## src/rtl/spi_master_p.sv

```systemverilog
// Parametrised SPI master: configurable width, divider, chip selects and hold time,
// runtime CPOL/CPHA, full-duplex capture and optional CS-held burst transfers.
module spi_master_p #(
    parameter int unsigned DATA_W    = 8,
    parameter int unsigned CLK_DIV   = 16,
    parameter int unsigned CS_NUM    = 1,
    parameter int unsigned CS_W      = 1,
    parameter int unsigned HOLD_CYC  = 4,
    parameter bit          LSB_FIRST = 1'b0
) (
    input  logic              clk,
    input  logic              rst,
    input  logic              start_i,
    input  logic [DATA_W-1:0] tx_data_i,
    input  logic [CS_W-1:0]   cs_sel_i,
    input  logic              cpol_i,
    input  logic              cpha_i,
    input  logic              cont_i,
    output logic              busy_o,
    output logic              done_o,
    output logic [DATA_W-1:0] rx_data_o,
    output logic              sclk_o,
    output logic              mosi_o,
    input  logic              miso_i,
    output logic [CS_NUM-1:0] cs_n_o
);

    localparam int unsigned CNT_MAX = (2 * CLK_DIV > HOLD_CYC) ? 2 * CLK_DIV : HOLD_CYC;
    localparam int unsigned CNT_W   = (CNT_MAX > 1) ? $clog2(CNT_MAX) : 1;
    localparam int unsigned BIT_W   = $clog2(DATA_W);

    typedef enum logic [2:0] {
        ST_IDLE,
        ST_SETUP,
        ST_SHIFT,
        ST_HOLD,
        ST_DONE
    } state_t;

    state_t              state_q, state_d;
    logic [CNT_W-1:0]    cnt_q, cnt_d;
    logic [BIT_W-1:0]    bit_q, bit_d;
    logic [DATA_W-1:0]   tx_q, tx_d;
    logic [DATA_W-1:0]   rx_sh_q, rx_sh_d;
    logic                cpol_q, cpol_d;
    logic                cpha_q, cpha_d;
    logic                cont_q, cont_d;
    logic                busy_q, busy_d;
    logic                done_q, done_d;
    logic [DATA_W-1:0]   rx_data_q, rx_data_d;
    logic                sclk_q, sclk_d;
    logic                mosi_q, mosi_d;
    logic [CS_NUM-1:0]   cs_n_q, cs_n_d;
    logic                accept;

    function automatic logic [CS_NUM-1:0] cs_decode(input logic [CS_W-1:0] sel);
        logic [CS_NUM-1:0] v;
        v = '1;
        for (int unsigned i = 0; i < CS_NUM; i++) begin
            if (sel == CS_W'(i)) v[i] = 1'b0;
        end
        return v;
    endfunction

    function automatic logic first_bit(input logic [DATA_W-1:0] x);
        return LSB_FIRST ? x[0] : x[DATA_W-1];
    endfunction

    function automatic logic [DATA_W-1:0] shift_out(input logic [DATA_W-1:0] x);
        return LSB_FIRST ? (x >> 1) : (x << 1);
    endfunction

    function automatic logic [DATA_W-1:0] shift_in(input logic [DATA_W-1:0] x, input logic b);
        return LSB_FIRST ? {b, x[DATA_W-1:1]} : {x[DATA_W-2:0], b};
    endfunction

    // State and registered outputs
    always_ff @(posedge clk or posedge rst) begin
        if (rst) begin
            state_q   <= ST_IDLE;
            cnt_q     <= '0;
            bit_q     <= '0;
            tx_q      <= '0;
            rx_sh_q   <= '0;
            cpol_q    <= 1'b0;
            cpha_q    <= 1'b0;
            cont_q    <= 1'b0;
            busy_q    <= 1'b0;
            done_q    <= 1'b0;
            rx_data_q <= '0;
            sclk_q    <= 1'b0;
            mosi_q    <= 1'b1;
            cs_n_q    <= '1;
        end else begin
            state_q   <= state_d;
            cnt_q     <= cnt_d;
            bit_q     <= bit_d;
            tx_q      <= tx_d;
            rx_sh_q   <= rx_sh_d;
            cpol_q    <= cpol_d;
            cpha_q    <= cpha_d;
            cont_q    <= cont_d;
            busy_q    <= busy_d;
            done_q    <= done_d;
            rx_data_q <= rx_data_d;
            sclk_q    <= sclk_d;
            mosi_q    <= mosi_d;
            cs_n_q    <= cs_n_d;
        end
    end

    // Next-state and next-output logic
    always_comb begin
        state_d   = state_q;
        cnt_d     = cnt_q;
        bit_d     = bit_q;
        tx_d      = tx_q;
        rx_sh_d   = rx_sh_q;
        cpol_d    = cpol_q;
        cpha_d    = cpha_q;
        cont_d    = cont_q;
        busy_d    = busy_q;
        done_d    = 1'b0;
        rx_data_d = rx_data_q;
        sclk_d    = sclk_q;
        mosi_d    = mosi_q;
        cs_n_d    = cs_n_q;
        accept    = 1'b0;

        case (state_q)
            ST_IDLE: begin
                sclk_d = cpol_q;
                accept = start_i;
            end
            ST_SETUP: begin
                if (cnt_q == CNT_W'(CLK_DIV - 1)) begin
                    state_d = ST_SHIFT;
                    cnt_d   = '0;
                    bit_d   = '0;
                end else begin
                    cnt_d = cnt_q + CNT_W'(1);
                end
            end
            ST_SHIFT: begin
                cnt_d = cnt_q + CNT_W'(1);
                if (cnt_q == CNT_W'(CLK_DIV - 1)) begin
                    sclk_d = ~cpol_q;
                    if (cpha_q) begin
                        mosi_d = first_bit(tx_q);
                        tx_d   = shift_out(tx_q);
                    end else begin
                        rx_sh_d = shift_in(rx_sh_q, miso_i);
                    end
                end else if (cnt_q == CNT_W'(2 * CLK_DIV - 1)) begin
                    sclk_d = cpol_q;
                    cnt_d  = '0;
                    if (cpha_q) rx_sh_d = shift_in(rx_sh_q, miso_i);
                    if (bit_q == BIT_W'(DATA_W - 1)) begin
                        state_d = ST_HOLD;
                    end else begin
                        bit_d = bit_q + BIT_W'(1);
                        if (!cpha_q) begin
                            mosi_d = first_bit(tx_q);
                            tx_d   = shift_out(tx_q);
                        end
                    end
                end
            end
            ST_HOLD: begin
                if (cnt_q == CNT_W'(HOLD_CYC - 1)) begin
                    state_d   = ST_DONE;
                    done_d    = 1'b1;
                    busy_d    = 1'b0;
                    rx_data_d = rx_sh_q;
                    cs_n_d    = cont_q ? cs_n_q : '1;
                end else begin
                    cnt_d = cnt_q + CNT_W'(1);
                end
            end
            ST_DONE: begin
                state_d = ST_IDLE;
                accept  = start_i;
            end
            default: state_d = ST_IDLE;
        endcase

        // Accepting a word also releases any CS held from a previous burst
        if (accept) begin
            state_d = ST_SETUP;
            cnt_d   = '0;
            busy_d  = 1'b1;
            cpol_d  = cpol_i;
            cpha_d  = cpha_i;
            cont_d  = cont_i;
            sclk_d  = cpol_i;
            cs_n_d  = cs_decode(cs_sel_i);
            rx_sh_d = '0;
            if (cpha_i) begin
                mosi_d = 1'b1;
                tx_d   = tx_data_i;
            end else begin
                mosi_d = first_bit(tx_data_i);
                tx_d   = shift_out(tx_data_i);
            end
        end
    end

    assign busy_o    = busy_q;
    assign done_o    = done_q;
    assign rx_data_o = rx_data_q;
    assign sclk_o    = sclk_q;
    assign mosi_o    = mosi_q;
    assign cs_n_o    = cs_n_q;

endmodule

```

## config.mk

```make
export PLATFORM = sky130hd
export DESIGN_NAME = spi_master_p
export DESIGN_NICKNAME = d
export VERILOG_FILES = /design/src/rtl/spi_master_p.sv
export SDC_FILE = /design/constraint.sdc
export NUM_CORES = 1
export LEC_CHECK = 0
export CELL_PAD_IN_SITES_DETAIL_PLACEMENT = 1
export CELL_PAD_IN_SITES_GLOBAL_PLACEMENT = 1
export CORE_MARGIN = 2
export CORE_UTILIZATION = 39
export CTS_BUF_LIST = sky130_fd_sc_hd__clkbuf_8 sky130_fd_sc_hd__clkbuf_16
export CTS_CLUSTER_SIZE = 12
export DETAILED_ROUTE_END_ITERATION = 6
export HOLD_SLACK_MARGIN = 0.12
export MAX_ROUTING_LAYER = met4
export PLACE_DENSITY = 0.8
export SKIP_CTS_REPAIR_TIMING = 1
export SYNTH_ARGS = -nofsm -noshare
export SYNTH_HDL_FRONTEND = slang
export SYNTH_SLANG_ARGS = --single-unit
```

## constraint.sdc

```tcl
create_clock -name clk -period 2.1 [get_ports clk]
set_input_delay 0.315 -clock clk [delete_from_list [all_inputs] [get_ports clk]]
set_output_delay 0.315 -clock clk [all_outputs]
set_load 0.01 [all_outputs]
```

==> run summary, run 1 <==
synth warn -> 0
fill count -> 608
final setup vio count -> 7
met3 Usage GRT -> 3.39%
Crit. Startpoint -> cnt_q[0]
final slew viol count -> 0
cts bufs inserted -> 5
Die Footprint -> 0.00632 mm^2
DR DRC count -> 0
vias in the first global route -> 1,737
Synth area leader -> dfrtp_1
ys async rst share -> 100%
Yosys top cell area share -> 46.2%
total gr overflow -> 0
Via Count -> 1,696
Clock transition at path regs -> 0.09 ns
Port Buf Inserts -> 28
Placed Area -> 0.00272 mm^2
max frequency -> 0.467 GHz
Worst Tran Pin Value -> 0.555 ns
core area -> 0.00551 mm^2
Seq/Total Area, Yosys -> 48.5%
P per Cell Area -> 1050 mW/mm^2
synth top area cells -> dfrtp_1 (46%), mux2i_1 (8.1%), nand2_1 (5.4%), mux2_4 (4.1%), ha_1 (3.4%)
Diodes inserted -> 0
largest net degree at the start of global routing -> 44
GPL Wtd Cong -> 0.745
initial DRC count -> 77
VDD IR max -> 443 uV
FP Rows -> 27
Hold Crit Class -> input pin to async pin
CP Capture Type -> flip-flop
initial antenna violation count -> 0
met1 GRT Util -> 23.6%
DR vias/cell -> 5.20
antenna viol nets, final -> 0
clock latency on the worst-skew pair -> 0.30 ns
most heavily used metal layer in global routing -> met2
Avg Cell Area, Syn -> 10.9 um^2
leakage power -> 1.31 nW
CTS max path bufs -> 2
CP max FO -> 5
Mapped Cells -> 203
Tcrit/Tclk final -> 102%
WS Path Type -> flip-flop to flip-flop
final WL -> 5.26 mm
critical path arrival -> 2.36 ns
RSZ-0062 raised after global routing -> yes
wire per inst -> 16.1 um
layout cell share with drive strength beyond 1 -> 24.0%
Fin Clk Skew -> 0.00764 ns
io pins -> 29
TNS Setup -> -0.153 ns
status -> finished with violations
HPWL after DPL -> 3.66 mm
Synthesized Nets -> 225
synthesized cell area -> 0.00222 mm^2
Layout area overhead -> 30.7%
Initial Util -> 40.4%
htree depth -> 2
Setup WS post-layout -> -0.0424 ns
synthesized flop and latch total -> 43
RR Startpoint -> cnt_q[0]
max cap viols -> 0
Final Util -> 52.8%
gr usage total -> 18.2%
fin crit period -> 2.14 ns
CP startpoint kind -> flip-flop
worst rel slew slack -> 63.0%
Post-synth EDFFs -> 0
WP data required -> 2.32 ns
Cell variety after synth -> 48
Root Buffer -> clkbuf_8
die width -> 79.5 um
Chip Height -> 79.5 um
Final #Nets -> 275
# clock sinks -> 43
failing checks -> setup timing
top_reg_cell synth -> dfrtp_1
CTS tree -> done
Detailed Routing Iterations Pass 1 -> 4
fin area -> 0.00291 mm^2
first-pass GRT wire length -> 8.60 mm
met2 usage in global routing -> 29.0%
final hold vios -> 0
## cell usage in the layout (no fill, tap or decap), types with 3 or more instances in the layout
cell / Yosys / layout
dfrtp_1: 41 / 41
nand2_1: 32 / 32
clkdlybuf4s50_1: 0 / 28
buf_4: 1 / 23
mux2i_1: 18 / 18
nor2_1: 16 / 16
inv_1: 6 / 6
mux2_4: 6 / 6
clkbuf_8: 0 / 5
o221ai_1: 6 / 4
nand3_1: 4 / 4
nor2b_1: 4 / 4
a21oi_1: 5 / 4
mux2_1: 4 / 4
nand2b_1: 3 / 3
o21ai_1: 3 / 3
ha_1: 6 / 3
## report_power, final
group	total (W)	internal (W)	switching [W]
registers	0.00130	0.00109	0.000209
clock network	0.000551	0.000238	0.000313
logic	0.00119	0.000649	0.000539
## per-layer routing
layer	part of all wire (%)	wire length, um
met1	46	2440
met2	50	2620
met3	2.5	130
met4	1.3	70
met5	0	0
## cells by family after synthesis
logic type / Yosys count / synth area share [%]
and+or+nand+nor: 74 / 17.7
DFF: 43 / 48.5
AOI/OAI and AO/OA: 31 / 11.4
muxes: 29 / 14.7
buffers and inverters: 19 / 3.89
adders and majority gates: 6 / 3.38
xor gates and xnor gates: 1 / 0.394
## per-stage QoR
stage	std cells	setup WS, ns	power, W	hold WS [ns]
finish	326	-0.0424	0.00304	0.457
global route	326	-0.139	0.00326	0.507
CTS	319	-0.0904	0.00303	0.474
detailed placement	311	-0.0589	0.00246	0.483
global placement	311	0.00244	0.00239	0.465
floorplan	203	-0.0562	0.00197	0.420
## critical path: stages (launching register included)
cell,delay (ns)
dfrtp_1,0.40
ha_2,0.19
and3_4,0.19
ha_4,0.17
or4b_4,0.49
a21oi_4,0.21
buf_4,0.14
mux2i_1,0.18
a21oi_1,0.09
## final cells by class
| cell class | count | area, um^2 | share of cell area, % |
|---|---|---|---|
| Inverter | 8 | 30.0 | 1.03 |
| Clock buffer | 5 | 68.8 | 2.37 |
| Tap cell | 72 | 90.1 | 3.10 |
| Sequential cell | 43 | 1080 | 37.1 |
| Multi-Input combinational cell | 141 | 1120 | 38.5 |
| Timing Repair Buffer | 54 | 495 | 17.1 |
| Clock inverter | 3 | 23.8 | 0.818 |
## registers in the layout, indices dropped and copies added (netlist names)
| name | flops |
|---|---|
| bit_q | 3 |
| busy_o | 1 |
| cnt_q | 5 |
| cont_q | 1 |
| cpha_q | 1 |
| cpol_q | 1 |
| cs_n_o | 1 |
| done_o | 1 |
| mosi_o | 1 |
| rx_data_o | 8 |
| rx_sh_q | 8 |
| sclk_o | 1 |
| state_q | 3 |
| tx_q | 8 |
## cells in the mapped netlist, types with 2 or more instances
cell type / number
a22o_1: 2
inv_2: 2
a221o_1: 2
ha_1: 6
nor3_1: 2
dfstp_2: 2
nor2b_1: 4
or3b_4: 2
mux2_4: 6
a21oi_4: 2
inv_1: 6
mux2i_1: 18
nand2_1: 32
o21bai_1: 2
o221ai_1: 6
o21ai_1: 3
nand3_1: 4
a21oi_1: 5
nand2b_1: 3
nor3b_1: 2
nor2_1: 16
dfrtp_1: 41
mux2_1: 4
buf_2: 3
clkbuf_1: 5
## final timing paths
path,end,slack (ns),depth (start not counted)
worst max register to register,mosi_o,-0.04,8
min in group clk,tx_q[4],0.49,2
worst max-delay path,mosi_o,-0.04,8
worst min-delay path,bit_q[0],0.46,3
max in group asynchronous,cs_n_o,1.27,3
worst min register to register,tx_q[4],0.49,2
No activity file was read; power rests on OpenSTA's default activity.
==> run 2: changes to the inputs <==
RECOVER_POWER = 25   (was not set)
==> run summary, run 2 (synthesis gave the netlist of run 1 again) <==
CTS tree -> done
TNS Setup -> -0.154 ns
wire per inst -> 16.1 um
Metal-1 WL -> 2.45 mm
WS Path Type -> flip-flop to flip-flop
met2 WL post-DR -> 2.61 mm
Final Util -> 52.7%
final hold vios -> 0
core area -> 0.00551 mm^2
WP data required -> 2.32 ns
most frequent cells in the layout -> dfrtp_1 (41), nand2_1 (32), clkdlybuf4s50_1 (27)
Initial Util -> 40.4%
final slew viol count -> 0
Port Buf Inserts -> 28
Non-Filler Instances -> 326
initial DRC count -> 83
cts bufs inserted -> 5
Fin Clk Skew -> 0.00768 ns
Final #Nets -> 275
htree depth -> 2
CP startpoint kind -> flip-flop
Diodes inserted -> 0
fill count -> 609
cell family with most CP delay -> simple AND/OR/NAND/NOR gates
leakage power -> 1.31 nW
cell total after placement -> 311
largest net degree at the start of global routing -> 44
# clock sinks -> 43
max frequency -> 0.467 GHz
antenna viol nets, final -> 0
fin crit period -> 2.14 ns
routed wl met3 -> 130 um
Chip Height -> 79.5 um
total gr overflow -> 0
Hold Crit Class -> flip-flop to flip-flop
final WL -> 5.26 mm
die width -> 79.5 um
Die Footprint -> 0.00632 mm^2
Int Power -> 0.00197 W
Setup WS post-layout -> -0.0424 ns
RSZ-0062 raised after global routing -> yes
Detailed Routing Iterations Pass 1 -> 4
GPL Wtd Cong -> 0.745
initial antenna violation count -> 0
Root Buffer -> clkbuf_8
sequential share of power -> 42.7%
Comb pwr share -> 39.1%
top sig layer -> met4
VDD IR max -> 443 uV
DR vias/cell -> 5.20
CP Capture Type -> flip-flop
failing checks -> setup timing
DR DRC count -> 0
Worst Tran Pin Value -> 1.10 ns
Setup WS pre-CTS -> -0.0589 ns
Worst path max stage delay -> 0.49 ns
clock power share -> 18.2%
max cap viols -> 0
FP Rows -> 27
worst rel slew slack -> 26.9%
clock latency on the worst-skew pair -> 0.30 ns
P per Cell Area -> 1050 mW/mm^2
gr usage total -> 18.2%
io pins -> 29
Critical path buffers and inverters -> 1
Clock transition at path regs -> 0.09 ns
critical path arrival -> 2.36 ns
CP max FO -> 5
final setup vio count -> 7
Layout area overhead -> 30.6%
switching power total -> 0.00106 W
slowest CP cell -> or4b_4
Via Count -> 1,696
HPWL after DPL -> 3.66 mm
most common cell after layout, fill and taps aside -> dfrtp_1
layout cell share with drive strength beyond 1 -> 24.0%
switching share of total power -> 35.0%
Tcrit/Tclk final -> 102%
CP cell instances -> ha_2 -> and3_4 -> ha_4 -> or4b_4 -> a21oi_4 -> buf_4 -> mux2i_1 -> a21oi_1
CTS max path bufs -> 2
vias in the first global route -> 1,737
status -> finished with violations
first-pass GRT wire length -> 8.60 mm
==> run 2: layer usage <==
| layer | up-vias | GRT usage, % |
|---|---|---|
| li1 | 808 | - |
| met1 | 862 | 23.6 |
| met2 | 20 | 29.0 |
| met3 | 6 | 3.39 |
| met4 | 0 | 5.69 |
| met5 | - | - |
==> run 2: per-stage QoR <==
stage | hold slack, ns | instance area (um^2) | total power [W]
after floorplan | 0.420 | 2270 | 0.00197
after global placement | 0.465 | 2720 | 0.00239
after detailed placement | 0.483 | 2720 | 0.00246
after CTS | 0.474 | 2820 | 0.00303
after global routing | 0.525 | 2900 | 0.00326
final | 0.488 | 2900 | 0.00304
==> run 2: final timing paths <==
kind	startpoint	end	slack, ns	depth (start not counted)
max	cnt_q[0]	mosi_o	-0.04	8
min	tx_q[3]	tx_q[4]	0.49	2
max reg2reg	cnt_q[0]	mosi_o	-0.04	8
min reg2reg	tx_q[3]	tx_q[4]	0.49	2
max in group asynchronous	rst	tx_q[3]	0.64	3
min in group asynchronous	rst	busy_o	0.80	3
==> run 2: power by group through the flow <==
stage	sequential (W)	combinational (W)	clock [W]
floorplan	0.00128	0.000689	0
global placement	0.00129	0.00110	0
detailed placement	0.00131	0.00115	0
CTS	0.00130	0.00116	0.000576
global route	0.00134	0.00131	0.000610
finish	0.00130	0.00119	0.000551
==> run 2: area by class of cell <==
| type | count | area (um^2) | share of cell area, % |
|---|---|---|---|
| flip-flops and latches | 43 | 1080 | 37.2 |
| clock inverters | 3 | 23.8 | 0.819 |
| multi-input cells | 141 | 1120 | 38.5 |
| well taps | 72 | 90.1 | 3.10 |
| clock buffers | 5 | 68.8 | 2.37 |
| inverters | 8 | 30.0 | 1.03 |
| repair buffers | 54 | 493 | 17.0 |
==> run 2: worst reg2reg max path, stage by stage, from the launching register on <==
cell	delay, ns
dfrtp_1	0.40
ha_2	0.19
and3_4	0.19
ha_4	0.17
or4b_4	0.49
a21oi_4	0.21
buf_4	0.14
mux2i_1	0.18
a21oi_1	0.09
